<file path="config.mk">
export PLATFORM = sky130hd
export DESIGN_NAME = serdes_8b10b_rx_align_ctrl
export DESIGN_NICKNAME = d
export VERILOG_FILES = /design/src/rtl/serdes_8b10b_pkg.sv /design/src/rtl/serdes_8b10b_comma_detect.sv /design/src/rtl/serdes_8b10b_rx_align_ctrl.sv
export SDC_FILE = /design/constraint.sdc
export NUM_CORES = 1
export LEC_CHECK = 0
export CORE_MARGIN = 1.5
export CORE_UTILIZATION = 25
export CTS_CLUSTER_DIAMETER = 100
export CTS_CLUSTER_SIZE = 24
export DETAILED_ROUTE_END_ITERATION = 10
export PLACE_DENSITY = 0.49
export SYNTH_ARGS = -nofsm -noshare
export SYNTH_HDL_FRONTEND = slang
export SYNTH_SLANG_ARGS = --single-unit
</file>
<file path="constraint.sdc">
create_clock -name I_rx_clk -period 2.6 [get_ports I_rx_clk]
set_clock_uncertainty 0.05 [all_clocks]
set_input_delay 0.65 -clock I_rx_clk [delete_from_list [all_inputs] [get_ports I_rx_clk]]
set_output_delay 0.65 -clock I_rx_clk [all_outputs]
set_load 0.02 [all_outputs]
</file>
<file path="src/rtl/serdes_8b10b_pkg.sv">
// Shared types and constants for the 8b10b rx byte-order alignment controller.
package serdes_8b10b_pkg;

   // Byte lanes in the 64-bit rx word and the width of a lane index.
   localparam int NUM_BYTES = 8;
   localparam int LANE_W    = 3;

   // K28.5 comma character.
   localparam logic [7:0] K28_5 = 8'hBC;

   typedef enum logic [1:0] {
      ST_LOS   = 2'd0,
      ST_ACQ   = 2'd1,
      ST_SYNC  = 2'd2,
      ST_CHECK = 2'd3
   } state_t;

endpackage

</file>
<file path="src/rtl/serdes_8b10b_comma_detect.sv">
// Stage 1: registers a per-word comma qualification (single K byte equal to
// the comma character), the lane it sits in, and a word-level code error.
module serdes_8b10b_comma_detect
   import serdes_8b10b_pkg::*;
#(
   parameter logic [7:0] COMMA_BYTE = K28_5
) (
   input  logic                 clk,
   input  logic                 rst,
   input  logic [63:0]          rx_data,
   input  logic [7:0]           rx_k_ctrl,
   input  logic [7:0]           rx_code_err,
   output logic                 comma_hit,
   output logic [LANE_W-1:0]    pos,
   output logic                 word_err
);

   logic                onehot;
   logic [LANE_W-1:0]   pos_c;
   logic                hit_c;

   // A word with several K bytes is not a comma, so only a one-hot K mask qualifies.
   always_comb begin
      onehot = (rx_k_ctrl != 8'd0) && ((rx_k_ctrl & (rx_k_ctrl - 8'd1)) == 8'd0);
      pos_c  = '0;
      for (int i = 0; i < NUM_BYTES; i++) begin
         if (rx_k_ctrl[i]) pos_c = LANE_W'(i);
      end
      hit_c = onehot && (rx_data[8*pos_c +: 8] == COMMA_BYTE);
   end

   // Register the qualified result; this is the single stage-1 pipeline step.
   always_ff @(posedge clk) begin
      if (rst) begin
         comma_hit <= 1'b0;
         pos       <= '0;
         word_err  <= 1'b0;
      end else begin
         comma_hit <= hit_c;
         pos       <= pos_c;
         word_err  <= |rx_code_err;
      end
   end

endmodule

</file>
<file path="src/rtl/serdes_8b10b_rx_align_ctrl.sv">
// Link-sync controller: qualifies K28.5 commas for a consistent lane, locks
// the byte-order select once sync is declared, and tracks loss of sync.
module serdes_8b10b_rx_align_ctrl
   import serdes_8b10b_pkg::*;
#(
   parameter logic [7:0] COMMA_BYTE    = K28_5,
   parameter int         ACQ_CNT       = 4,     // must be >= 2
   parameter int         LOSS_ERR      = 4,
   parameter int         GOOD_RUN      = 16,
   parameter int         COMMA_TIMEOUT = 4096
) (
   input  logic        I_rx_clk,
   input  logic        I_rst,
   input  logic [63:0] I_rx_data,
   input  logic [7:0]  I_rx_k_ctrl,
   input  logic [7:0]  I_rx_code_err,
   input  logic        I_cnt_clr,
   output logic [3:0]  O_adjust_sel,
   output logic        O_adjust_sel_vld,
   output logic        O_sync_ok,
   output logic        O_realign_pulse,
   output logic [15:0] O_loss_cnt
);

   localparam int          MW       = $clog2(ACQ_CNT + 1);
   localparam int          EW       = $clog2(LOSS_ERR + 1);
   localparam int          GW       = $clog2(GOOD_RUN + 1);
   localparam logic [15:0] TMO_LAST = 16'(COMMA_TIMEOUT - 1);

   logic                comma_hit;
   logic                word_err;
   logic [LANE_W-1:0]   pos;

   state_t              state;
   logic [LANE_W-1:0]   cand_pos;
   logic [LANE_W-1:0]   sel;
   logic [MW-1:0]       match_cnt;
   logic [EW-1:0]       err_cnt;
   logic [GW-1:0]       good_cnt;
   logic [15:0]         tmo_cnt;
   logic                sync_ok;
   logic                sel_vld;
   logic                realign_pulse;
   logic [15:0]         loss_cnt;

   logic                good_comma;
   logic                bad_word;
   logic                tmo_hit;
   logic                lose_sync;

   serdes_8b10b_comma_detect #(
      .COMMA_BYTE (COMMA_BYTE)
   ) u_comma_detect (
      .clk         (I_rx_clk),
      .rst         (I_rst),
      .rx_data     (I_rx_data),
      .rx_k_ctrl   (I_rx_k_ctrl),
      .rx_code_err (I_rx_code_err),
      .comma_hit   (comma_hit),
      .pos         (pos),
      .word_err    (word_err)
   );

   // Word classification against the locked lane, and the single loss-of-sync
   // decision shared by the FSM and the loss counter. A timeout fires on a
   // missing good comma while the counter already sits at its last value, so
   // a comma arriving on that word still rescues the link.
   always_comb begin
      good_comma = comma_hit && !word_err && (pos == sel);
      bad_word   = word_err || (comma_hit && (pos != sel));
      tmo_hit    = !good_comma && (tmo_cnt == TMO_LAST);
      lose_sync  = 1'b0;
      if (state == ST_SYNC)
         lose_sync = tmo_hit;
      else if (state == ST_CHECK)
         lose_sync = tmo_hit || (bad_word && (err_cnt == EW'(LOSS_ERR - 1)));
   end

   // Sync FSM with registered outputs; the select holds its value across loss.
   always_ff @(posedge I_rx_clk) begin
      if (I_rst) begin
         state         <= ST_LOS;
         cand_pos      <= '0;
         sel           <= '0;
         match_cnt     <= '0;
         err_cnt       <= '0;
         good_cnt      <= '0;
         tmo_cnt       <= '0;
         sync_ok       <= 1'b0;
         sel_vld       <= 1'b0;
         realign_pulse <= 1'b0;
      end else begin
         realign_pulse <= 1'b0;
         if (lose_sync) begin
            state         <= ST_LOS;
            sync_ok       <= 1'b0;
            sel_vld       <= 1'b0;
            realign_pulse <= 1'b1;
            err_cnt       <= '0;
            good_cnt      <= '0;
            tmo_cnt       <= '0;
         end else begin
            case (state)
               ST_LOS: begin
                  if (comma_hit && !word_err) begin
                     state     <= ST_ACQ;
                     cand_pos  <= pos;
                     match_cnt <= MW'(1);
                  end
               end
               ST_ACQ: begin
                  if (word_err) begin
                     state <= ST_LOS;
                  end else if (comma_hit) begin
                     if (pos != cand_pos) begin
                        cand_pos  <= pos;
                        match_cnt <= MW'(1);
                     end else if (match_cnt == MW'(ACQ_CNT - 1)) begin
                        state    <= ST_SYNC;
                        sel      <= cand_pos;
                        sel_vld  <= 1'b1;
                        sync_ok  <= 1'b1;
                        tmo_cnt  <= '0;
                        err_cnt  <= '0;
                        good_cnt <= '0;
                     end else begin
                        match_cnt <= match_cnt + MW'(1);
                     end
                  end
               end
               ST_SYNC: begin
                  tmo_cnt <= good_comma ? 16'd0 : tmo_cnt + 16'd1;
                  if (bad_word) begin
                     state    <= ST_CHECK;
                     err_cnt  <= EW'(1);
                     good_cnt <= '0;
                  end
               end
               ST_CHECK: begin
                  tmo_cnt <= good_comma ? 16'd0 : tmo_cnt + 16'd1;
                  if (bad_word) begin
                     err_cnt  <= err_cnt + EW'(1);
                     good_cnt <= '0;
                  end else if (good_cnt == GW'(GOOD_RUN - 1)) begin
                     good_cnt <= '0;
                     err_cnt  <= err_cnt - EW'(1);
                     if (err_cnt == EW'(1)) state <= ST_SYNC;
                  end else begin
                     good_cnt <= good_cnt + GW'(1);
                  end
               end
               default: state <= ST_LOS;
            endcase
         end
      end
   end

   // Saturating loss counter; a clear wins over a same-cycle loss.
   always_ff @(posedge I_rx_clk) begin
      if (I_rst || I_cnt_clr)
         loss_cnt <= '0;
      else if (lose_sync && (loss_cnt != 16'hFFFF))
         loss_cnt <= loss_cnt + 16'd1;
   end

   assign O_adjust_sel     = {{(4-LANE_W){1'b0}}, sel};
   assign O_adjust_sel_vld = sel_vld;
   assign O_sync_ok        = sync_ok;
   assign O_realign_pulse  = realign_pulse;
   assign O_loss_cnt       = loss_cnt;

endmodule

</file>
# Word-level counts from Yosys, hierarchy flattened
# Cells that the tools add are included.
totals:
  latch_bits: 0
  mem_bits_ro: 0
  inputBits: 83
  elab_cells: 136
  output_inout_bits: 23
  ram_bits: 0
  reg_bits: 58
  memories: 0
op_classes:
  bitwise: 4
  n_mux: 53
  reduce_logical: 30
  addsub: 7
  n_eq_ne: 28
  multipliers: 0
  div: 0
  n_lt_le_gt_ge: 0
  shifts: 1
op_table:
  columns: ["op", "count"]
  rows:
  - ["$mux W16", 5]
  - ["$shiftx A64 B7 Y8", 1]
  - ["$mux W3", 20]
  - ["$mux W5", 7]
  - ["$add A16 B1 Y16 const B", 2]
  - ["$pmux W16 S2", 1]
  - ["$reduce_and A6 Y1", 4]
  - ["$mux W2", 11]
  - ["$eq A16 B12 Y1 const B", 1]
  - ["$ne A16 B16 Y1 const B", 1]
  - ["$pmux W5 S3", 1]
  - ["$ne A2 B2 Y1 const B", 7]
  - ["$pmux W3 S2", 2]
  - ["$reduce_and A5 Y1", 2]
  - ["$ne A3 B2 Y1 const B", 3]
  - ["$pmux W3 S3", 1]
  - ["$and A8 B8 Y8", 1]
  - ["$eq A8 B8 Y1 const B", 1]
  - ["$logic_and A1 B1 Y1", 8]
  - ["$logic_not A8 Y1", 1]
  - ["$pmux W2 S4", 1]
  - ["$reduce_and A8 Y1", 1]
  - ["$reduce_bool A8 Y1", 1]
  - ["$reduce_or A8 Y1", 1]
  - ["23 further kinds", 39]

# Logic depth before layout (Yosys ltp)
# Gate-level depths: netlist of the first run.
logic_depth:
  word_depth: 10
  mapped_depth: 9
  depth_no_buf: 8

# By module
# A second synthesis of the first run with hierarchy kept.
hier_totals:
  cells_unflattened: 391
  hier_area_um2: 3333.2
by_module_without_submodules:
  columns: ["module", "seq_area_each_um2", "n_inst", "cells_per_inst", "area_per_inst_um2"]
  rows:
  - ["serdes_8b10b_rx_align_ctrl", 1061.0, 1, 323, 2800.2]
  - ["serdes_8b10b_comma_detect", 100.1, 1, 68, 533.0]

# Worst setup path before layout of the first run
# No wires, ideal clock.
synth_timing:
  kind: "register to register"
  startpoint: "register sel[1]"
  endpoint: "register tmo_cnt[10]"
  setup_time_ps: 62
  path_slack_ps: 446
  n_path_buf: 2
  synth_period_minus_slack_ps: 2154
  required_time_ps: 2488
  t_arrival_ps: 2041
  stages_incl_launch_ff: 9
  cell_sequence: "dfxtp_1 > xnor2_1 > a41oi_2 > and4_4 > or3_1 > buf_2 > a21o_4 > buf_12 > nor2_4"
synth_via:
  elab_chain_cells: 8
  elab_cells_between_ends: 14
  cone_classes: "eq/ne (2); mux (4); reduce/logical (8)"
synth_rtl:
  columns: ["element", "line", "rtl"]
  rows:
  - ["start: declaration", "serdes_8b10b_rx_align_ctrl.sv:36", "logic [LANE_W-1:0] sel;"]
  - ["start signal: assignment", "serdes_8b10b_rx_align_ctrl.sv:120", "sel <= cand_pos;"]
  - ["$eq A3 B3 Y1 / $ne A3 B3 Y1 (equally long branches)", "serdes_8b10b_rx_align_ctrl.sv:69, serdes_8b10b_rx_align_ctrl.sv:70", null]
  - ["$logic_and A1 B1 Y1 (on tied branches)", "serdes_8b10b_rx_align_ctrl.sv:69, serdes_8b10b_rx_align_ctrl.sv:70", null]
  - ["$logic_not A1 Y1 / $logic_or A1 B1 Y1 (equally long branches)", "serdes_8b10b_rx_align_ctrl.sv:71, serdes_8b10b_rx_align_ctrl.sv:70", null]
  - ["$logic_and A1 B1 Y1 (on tied branches)", "serdes_8b10b_rx_align_ctrl.sv:71, serdes_8b10b_rx_align_ctrl.sv:76", null]
  - ["$logic_or A1 B1 Y1", "serdes_8b10b_rx_align_ctrl.sv:76", "lose_sync = tmo_hit || (bad_word && (err_cnt == EW'(LOSS_ERR - 1)));"]
  - ["$mux W1", "serdes_8b10b_rx_align_ctrl.sv:75", "else if (state == ST_CHECK)"]
  - ["$mux W1", "serdes_8b10b_rx_align_ctrl.sv:73", "if (state == ST_SYNC)"]
  - ["$reduce_or A2 Y1 (no source line)", null, null]
  - ["end signal: assignment", "serdes_8b10b_rx_align_ctrl.sv:132", "tmo_cnt <= good_comma ? 16'd0 : tmo_cnt + 16'd1;"]
  - ["end signal: assignment", "serdes_8b10b_rx_align_ctrl.sv:140", "tmo_cnt <= good_comma ? 16'd0 : tmo_cnt + 16'd1;"]
  - ["end: declaration", "serdes_8b10b_rx_align_ctrl.sv:40", "logic [15:0] tmo_cnt;"]
# Parallel ways exist; a longest one is shown, timed or not.
# A chain may end at the register's enable or synchronous reset.

# Worst setup path after layout of the first run
layout_timing:
  startpoint: "register u_comma_detect.comma_hit"
  endpoint: "register loss_cnt[14] (netlist: O_loss_cnt[14])"
layout_via:
  elab_chain_cells: 8
  elab_cells_between_ends: 11
  cone_classes: "mux (2); reduce/logical (9)"
layout_rtl:
  columns: ["element", "line", "rtl"]
  rows:
  - ["start: declaration", "serdes_8b10b_comma_detect.sv:13", "output logic comma_hit,"]
  - ["start signal: assignment", "serdes_8b10b_comma_detect.sv:39", "comma_hit <= hit_c;"]
  - ["$logic_and A1 B1 Y1 (2 in series)", "serdes_8b10b_rx_align_ctrl.sv:69", "good_comma = comma_hit && !word_err && (pos == sel);"]
  - ["$logic_not A1 Y1", "serdes_8b10b_rx_align_ctrl.sv:71", "tmo_hit = !good_comma && (tmo_cnt == TMO_LAST);"]
  - ["$logic_and A1 B1 Y1", "serdes_8b10b_rx_align_ctrl.sv:71", null]
  - ["$logic_or A1 B1 Y1", "serdes_8b10b_rx_align_ctrl.sv:76", null]
  - ["$mux W1", "serdes_8b10b_rx_align_ctrl.sv:75", null]
  - ["$mux W1 *", "serdes_8b10b_rx_align_ctrl.sv:73", null]
  - ["$logic_and A1 B1 Y1 *", "serdes_8b10b_rx_align_ctrl.sv:162", "else if (lose_sync && (loss_cnt != 16'hFFFF))"]
  - ["end signal: assignment", "serdes_8b10b_rx_align_ctrl.sv:163", "loss_cnt <= loss_cnt + 16'd1;"]
  - ["end: declaration", "serdes_8b10b_rx_align_ctrl.sv:44", "logic [15:0] loss_cnt;"]
# Every way passes the cells marked *; elsewhere a longest branch is shown, timed or not.

==> out/results.ini, run 1 <==
[die]
dieArea_sq_um = 13600
io_pins = 106
die_w_um = 116.6
die_h_um = 116.6
core_sq_um = 12620
num_rows = 41
start_util = 0.2558

[critical_path]
path_buf_inv = 0
path_cells = nor2b_1, a41o_1, nor4_4, o21ai_4, or4_1, a21oi_1
cp_max_fo = 31
critical_path_class = register to register
crit_family = simple AND/OR/NAND/NOR gates
critical_path.slowest_cell = or4_1
required_ns = 2.80
worstPathArrival_ns = 2.51
crit_path_start_kind = register
cp-end-kind = register
critical_path.max_stage_delay_ns = 0.52

[grt]
grt_max_degree = 32
grt_pass1_vias = 3164
overflow = 0
grt_pass1_wl_mm = 14.30
antenna_found_initial = 0
track_usage = 0.1324

[synth]
synth.distinct_cells = 56
synth.area.top_cells = dfxtp_1, nor2_1, a21oi_1
synth_edf_count = 0
synth_nets = 477
ys_warn_count = 0
netlist_area_sq_um = 3228
synth.most_common_cell = dfxtp_1
ys_seq_elements = 58
synth_common_cells = dfxtp_1, nor2_1, nand2_1
synthCells = 385
ys_seq_area_frac = 0.3597
avgSynthCellArea_sq_um = 8.385
synthFlopType = dfxtp_1
synth_top_area_share = 0.3597
yosys.area.top_type = dfxtp_1
async_flop_share = 0

[clock_tree]
cts_tree = yes
hold_buffers = 0
numCtsBuffers = 9
clock-sinks = 58
htree_levels = 3
cts_resized = 0
cts_setup_buffers = 0
root_buffer = clkbuf_16
clk_latency_ns = 0.32
cts_max_path_buffers = 2
clkSlewWorstSetupHoldPaths_ns = 0.05

[pwr]
p_clk_frac = 0.509
switching_power_uw = 466.9
sw_frac_of_total = 0.2068
max-vdd-ir-drop_v = 0.0003205
leakage_nw = 1.601
combPwrFrac = 0.092
internal_power_mw = 1.791
pwr-share-seq = 0.398
p_per_area_nw_per_um2 = 470.2

[route]
route.detailed.drc = 0
postRouteAntennaNets = 0
vias = 3196
dr.first_iter.drc_count = 166
first_pass_iters = 4
wire_per_inst_um = 12.36
viasPerCell = 4.721
wl_mm = 8.366

[status]
status = finished clean

[place]
dp_slack_ns = 0.1447
port_buffers = 104
dp_hpwl_mm = 6.495
place_congestion = 0.7166
dpl_cell_area_sq_um = 4507

[finish]
finish.instance_area_sq_um = 4801
fill_cells = 1308
syn_to_final_growth_pct = 48.72
drive_above_1_share = 0.08911
fin_nets = 593
num_antenna_cells = 0

[timing]
finalSetupViolCount = 0
max_freq_mhz = 433.2
hold_violations = 0
rsz0062_at_grt = false
tightest_slew_ns = 0.6909
drv_slew = 0
setup_ws_ns = 0.2915
period_needed_ns = 2.308
fin_crit_sh = 0.8879
tns_ns = 0
relSlewSlack = 0.5394

[job]
drv_cap = 0

[worst_hold_path]
hold_path.class = register to register

==> power groups by stage <==
| stage | Clock, mW | Combinational, mW | Sequential (mW) |
|---|---|---|---|
| after floorplan | 0 | 0.0622 | 0.916 |
| after global placement | 0 | 0.209 | 0.917 |
| after detailed placement | 0 | 0.211 | 0.917 |
| after CTS | 1.17 | 0.211 | 0.899 |
| after global routing | 1.22 | 0.226 | 0.899 |
| final | 1.15 | 0.208 | 0.899 |
==> cells by family after synthesis <==
logic type,after synthesis,share of synthesized area
AND/OR/NAND/NOR,190,0.3388
AO/OA/AOI/OAI,73,0.1423
flip-flops,58,0.3597
XOR/XNOR,24,0.06512
buffers and inverters,24,0.03953
adder cells (fa/ha/maj),10,0.03799
multiplexers,5,0.01550
other,1,0.001162
==> layout by cell type, fill, tap and decap left out, types with 10 or more instances in the layout <==
| cell | synthesis | layout |
|---|---|---|
| clkdlybuf4s50_1 | 0 | 104 |
| dfxtp_1 | 58 | 58 |
| nor2_1 | 42 | 42 |
| nand2_1 | 35 | 35 |
| a21oi_1 | 31 | 31 |
| nand3_1 | 23 | 23 |
| xnor2_1 | 16 | 16 |
| buf_4 | 2 | 15 |
| o21ai_0 | 14 | 14 |
| nor4_1 | 14 | 14 |
| nor3_1 | 11 | 11 |
| or3_1 | 10 | 10 |
| inv_1 | 10 | 10 |
| nor2_4 | 10 | 10 |
==> layout make-up <==
cell class	instances	area, sq um	area share
Multi-Input combinational cell	303	1947	0.4055
Clock inverter	3	40.04	0.008340
Timing Repair Buffer	119	1154	0.2403
Inverter	10	37.54	0.007819
Clock buffer	12	246.5	0.05134
Sequential cell	58	1161	0.2419
Tap cell	172	215.2	0.04483
==> state kept, by name, indices dropped and copies added, names as in the netlist, 2 cells and up <==
register,cells
tmo_cnt,16
O_loss_cnt,16
u_comma_detect.pos,3
match_cnt,3
cand_pos,3
state,2
good_cnt,5
sel,3
err_cnt,3
==> per-layer routing <==
| layer | vias up | GRT usage | routed length [um] |
|---|---|---|---|
| met5 | - | 0 | 0 |
| met2 | 103 | 0.2231 | 3869 |
| met4 | 0 | 0.05622 | 151 |
| met3 | 12 | 0.03477 | 556 |
| li1 | 1637 | - | - |
| met1 | 1444 | 0.1599 | 3789 |
==> worst reg2reg max path, delay by kind of cell, from the launching register on <==
| family | cells | cell delay, ns |
|---|---|---|
| AND/OR/NAND/NOR | 3 | 1.10 |
| flip-flops | 1 | 0.35 |
| AO/OA/AOI/OAI | 3 | 0.74 |
==> worst paths after layout <==
kind,end,start,slack [ns],depth (start not counted)
max,O_loss_cnt[14]$_SDFFE_PP0P_,u_comma_detect.comma_hit$_SDFF_PP0_,0.29,6
min reg2reg,match_cnt[2]$_SDFFE_PP0P_,match_cnt[2]$_SDFFE_PP0P_,0.43,2
min,match_cnt[2]$_SDFFE_PP0P_,match_cnt[2]$_SDFFE_PP0P_,0.43,2
max reg2reg,O_loss_cnt[14]$_SDFFE_PP0P_,u_comma_detect.comma_hit$_SDFF_PP0_,0.29,6
==> per-stage QoR <==
step / total power [mW] / std cells / util / hold slack, ns
CTS: 2.285 / 677 / 0.3798 / 0.4289
global route: 2.341 / 677 / 0.3804 / 0.4435
global placement: 1.126 / 662 / 0.3571 / 0.4032
detailed placement: 1.128 / 662 / 0.3571 / 0.4208
finish: 2.258 / 677 / 0.3804 / 0.4293
floorplan: 0.9782 / 385 / - / 0.3961
Note: power is estimated with default switching activity, not from simulation.
==> inputs of run 2 (changes only) <==
--- a/config.mk
+++ b/config.mk
@@ -10,6 +10,7 @@
 export CTS_CLUSTER_DIAMETER = 100
 export CTS_CLUSTER_SIZE = 24
 export DETAILED_ROUTE_END_ITERATION = 10
+export GPL_ROUTABILITY_DRIVEN = 0
 export PLACE_DENSITY = 0.49
 export SYNTH_ARGS = -nofsm -noshare
 export SYNTH_HDL_FRONTEND = slang
==> results of run 2 <==
Same layout as run 1: the final DEF is identical, and so are final timing and power.
==> inputs of run 3 (changes only) <==
--- a/config.mk
+++ b/config.mk
@@ -5,13 +5,15 @@
 export SDC_FILE = /design/constraint.sdc
 export NUM_CORES = 1
 export LEC_CHECK = 0
+export CELL_PAD_IN_SITES_DETAIL_PLACEMENT = 1
+export CELL_PAD_IN_SITES_GLOBAL_PLACEMENT = 2
 export CORE_MARGIN = 1.5
-export CORE_UTILIZATION = 25
+export CORE_UTILIZATION = 26
 export CTS_CLUSTER_DIAMETER = 100
 export CTS_CLUSTER_SIZE = 24
 export DETAILED_ROUTE_END_ITERATION = 10
 export GPL_ROUTABILITY_DRIVEN = 0
-export PLACE_DENSITY = 0.49
+export PLACE_DENSITY = 0.8
 export SYNTH_ARGS = -nofsm -noshare
 export SYNTH_HDL_FRONTEND = slang
 export SYNTH_SLANG_ARGS = --single-unit
==> out/results.ini, run 3 (synthesis gave the netlist of run 1 again) <==
[route]
wl_mm = 9.278
postRouteAntennaNets = 0
dr.first_iter.drc_count = 110
route.detailed.drc = 0
first_pass_iters = 4
wire_per_inst_um = 13.70
viasPerCell = 4.826
vias = 3267

[die]
die_h_um = 114.4
io_pins = 106
start_util = 0.2676
dieArea_sq_um = 13090
die_w_um = 114.4
core_sq_um = 12060
num_rows = 40

[critical_path]
critical_path.slowest_cell = o21ai_2
crit_family = compound AO/OA/AOI/OAI gates
critical_path.max_stage_delay_ns = 0.64
critical_path_class = register to register
required_ns = 2.76
cp-end-kind = register
worstPathArrival_ns = 2.53
path_buf_inv = 1
path_cells = xnor2_1, a41oi_2, and4_4, o21ai_2, buf_4, xor2_1, nor2_1
crit_path_start_kind = register
cp_max_fo = 23

[clock_tree]
cts_resized = 0
hold_buffers = 0
numCtsBuffers = 9
clk_latency_ns = 0.33
htree_levels = 3
cts_tree = yes
root_buffer = clkbuf_16
clock-sinks = 58
cts_max_path_buffers = 2
cts_setup_buffers = 0
clkSlewWorstSetupHoldPaths_ns = 0.05

[timing]
finalSetupViolCount = 0
tightest_slew_ns = 0.7972
fin_crit_sh = 0.9111
tns_ns = 0
period_needed_ns = 2.369
max_freq_mhz = 422.1
rsz0062_at_grt = false
drv_slew = 0
hold_violations = 0
relSlewSlack = 0.4685

[worst_hold_path]
hold_path.class = register to register

[grt]
grt_pass1_vias = 3500
antenna_found_initial = 0
gr-usage-met2 = 0.2603
top_usage_layer = met2
overflow = 0
grt_pass1_wl_mm = 16.36
track_usage = 0.1547
use_met3 = 0.04182
grt_max_degree = 24
grt_util_met1 = 0.1882

[pwr]
max-vdd-ir-drop_v = 0.0003245
p_total_mw = 2.260
p_per_area_nw_per_um2 = 469.8
leakage_nw = 1.610

[place]
dp_hpwl_mm = 7.258
port_buffers = 104

[finish]
regArea_sq_um = 1161
syn_to_final_growth_pct = 49.03
final_cell_mix = clkdlybuf4s50_1, dfxtp_1, nor2_1, nand2_1, a21oi_1
num_antenna_cells = 0
drive_above_1_share = 0.09823
fill_cells = 1417
fin_nets = 596
multiInputGateArea_sq_um = 1939
final_common_cell = clkdlybuf4s50_1

[status]
status = finished clean

[job]
drv_cap = 0

-- run 3: routing by layer --
metal | share of wire | vias up
met1 | 0.45 | 1527
met4 | 0.018 | 0
li1 | - | 1638
met5 | 0 | -
met3 | 0.055 | 13
met2 | 0.47 | 89
-- run 3: worst min-delay path, delay by kind of cell, from the launching register on --
| kind | cells | cell delay, ns |
|---|---|---|
| flip-flops | 1 | 0.31 |
| AND/OR/NAND/NOR | 1 | 0.07 |
| AO/OA/AOI/OAI | 1 | 0.05 |
-- run 3: final cells by class --
type,instances,share of cell area
clock buffer,10,0.04759
clock inverter,6,0.01196
inverter,10,0.007802
multi-input combinational,303,0.4031
sequential,58,0.2414
tap,168,0.04369
timing repair buffer,122,0.2445
-- run 3: worst paths after layout --
path         cells past startpoint                             start  slack [ns]                          to
max                              7  u_comma_detect.pos[0]$_SDFF_PP0_        0.23  O_loss_cnt[0]$_SDFFE_PP0P_
max reg2reg                      7  u_comma_detect.pos[0]$_SDFF_PP0_        0.23  O_loss_cnt[0]$_SDFFE_PP0P_
min reg2reg                      2         match_cnt[2]$_SDFFE_PP0P_        0.42   match_cnt[2]$_SDFFE_PP0P_
min                              2         match_cnt[2]$_SDFFE_PP0P_        0.42   match_cnt[2]$_SDFFE_PP0P_
-- run 3: power breakdown --
group	internal, mW	switching (mW)	total, mW
logic	0.138	0.0709	0.209
registers	0.894	0.00483	0.899
clock network	0.734	0.419	1.15
-- run 3: stage by stage --
step             util  area (sq um)  cells  hold WS, ns  setup slack [ns]
2_1_floorplan       -          3228    385       0.3961            0.4461
3_3_place_gp   0.3751          4524    661       0.4017            0.1519
3_5_place_dp   0.3751          4524    661       0.4193           0.08866
4_1_cts        0.3989          4811    677       0.4254            0.2414
5_1_grt        0.3989          4811    677       0.4568           0.02523
6_report       0.3989          4811    677       0.4229            0.2311
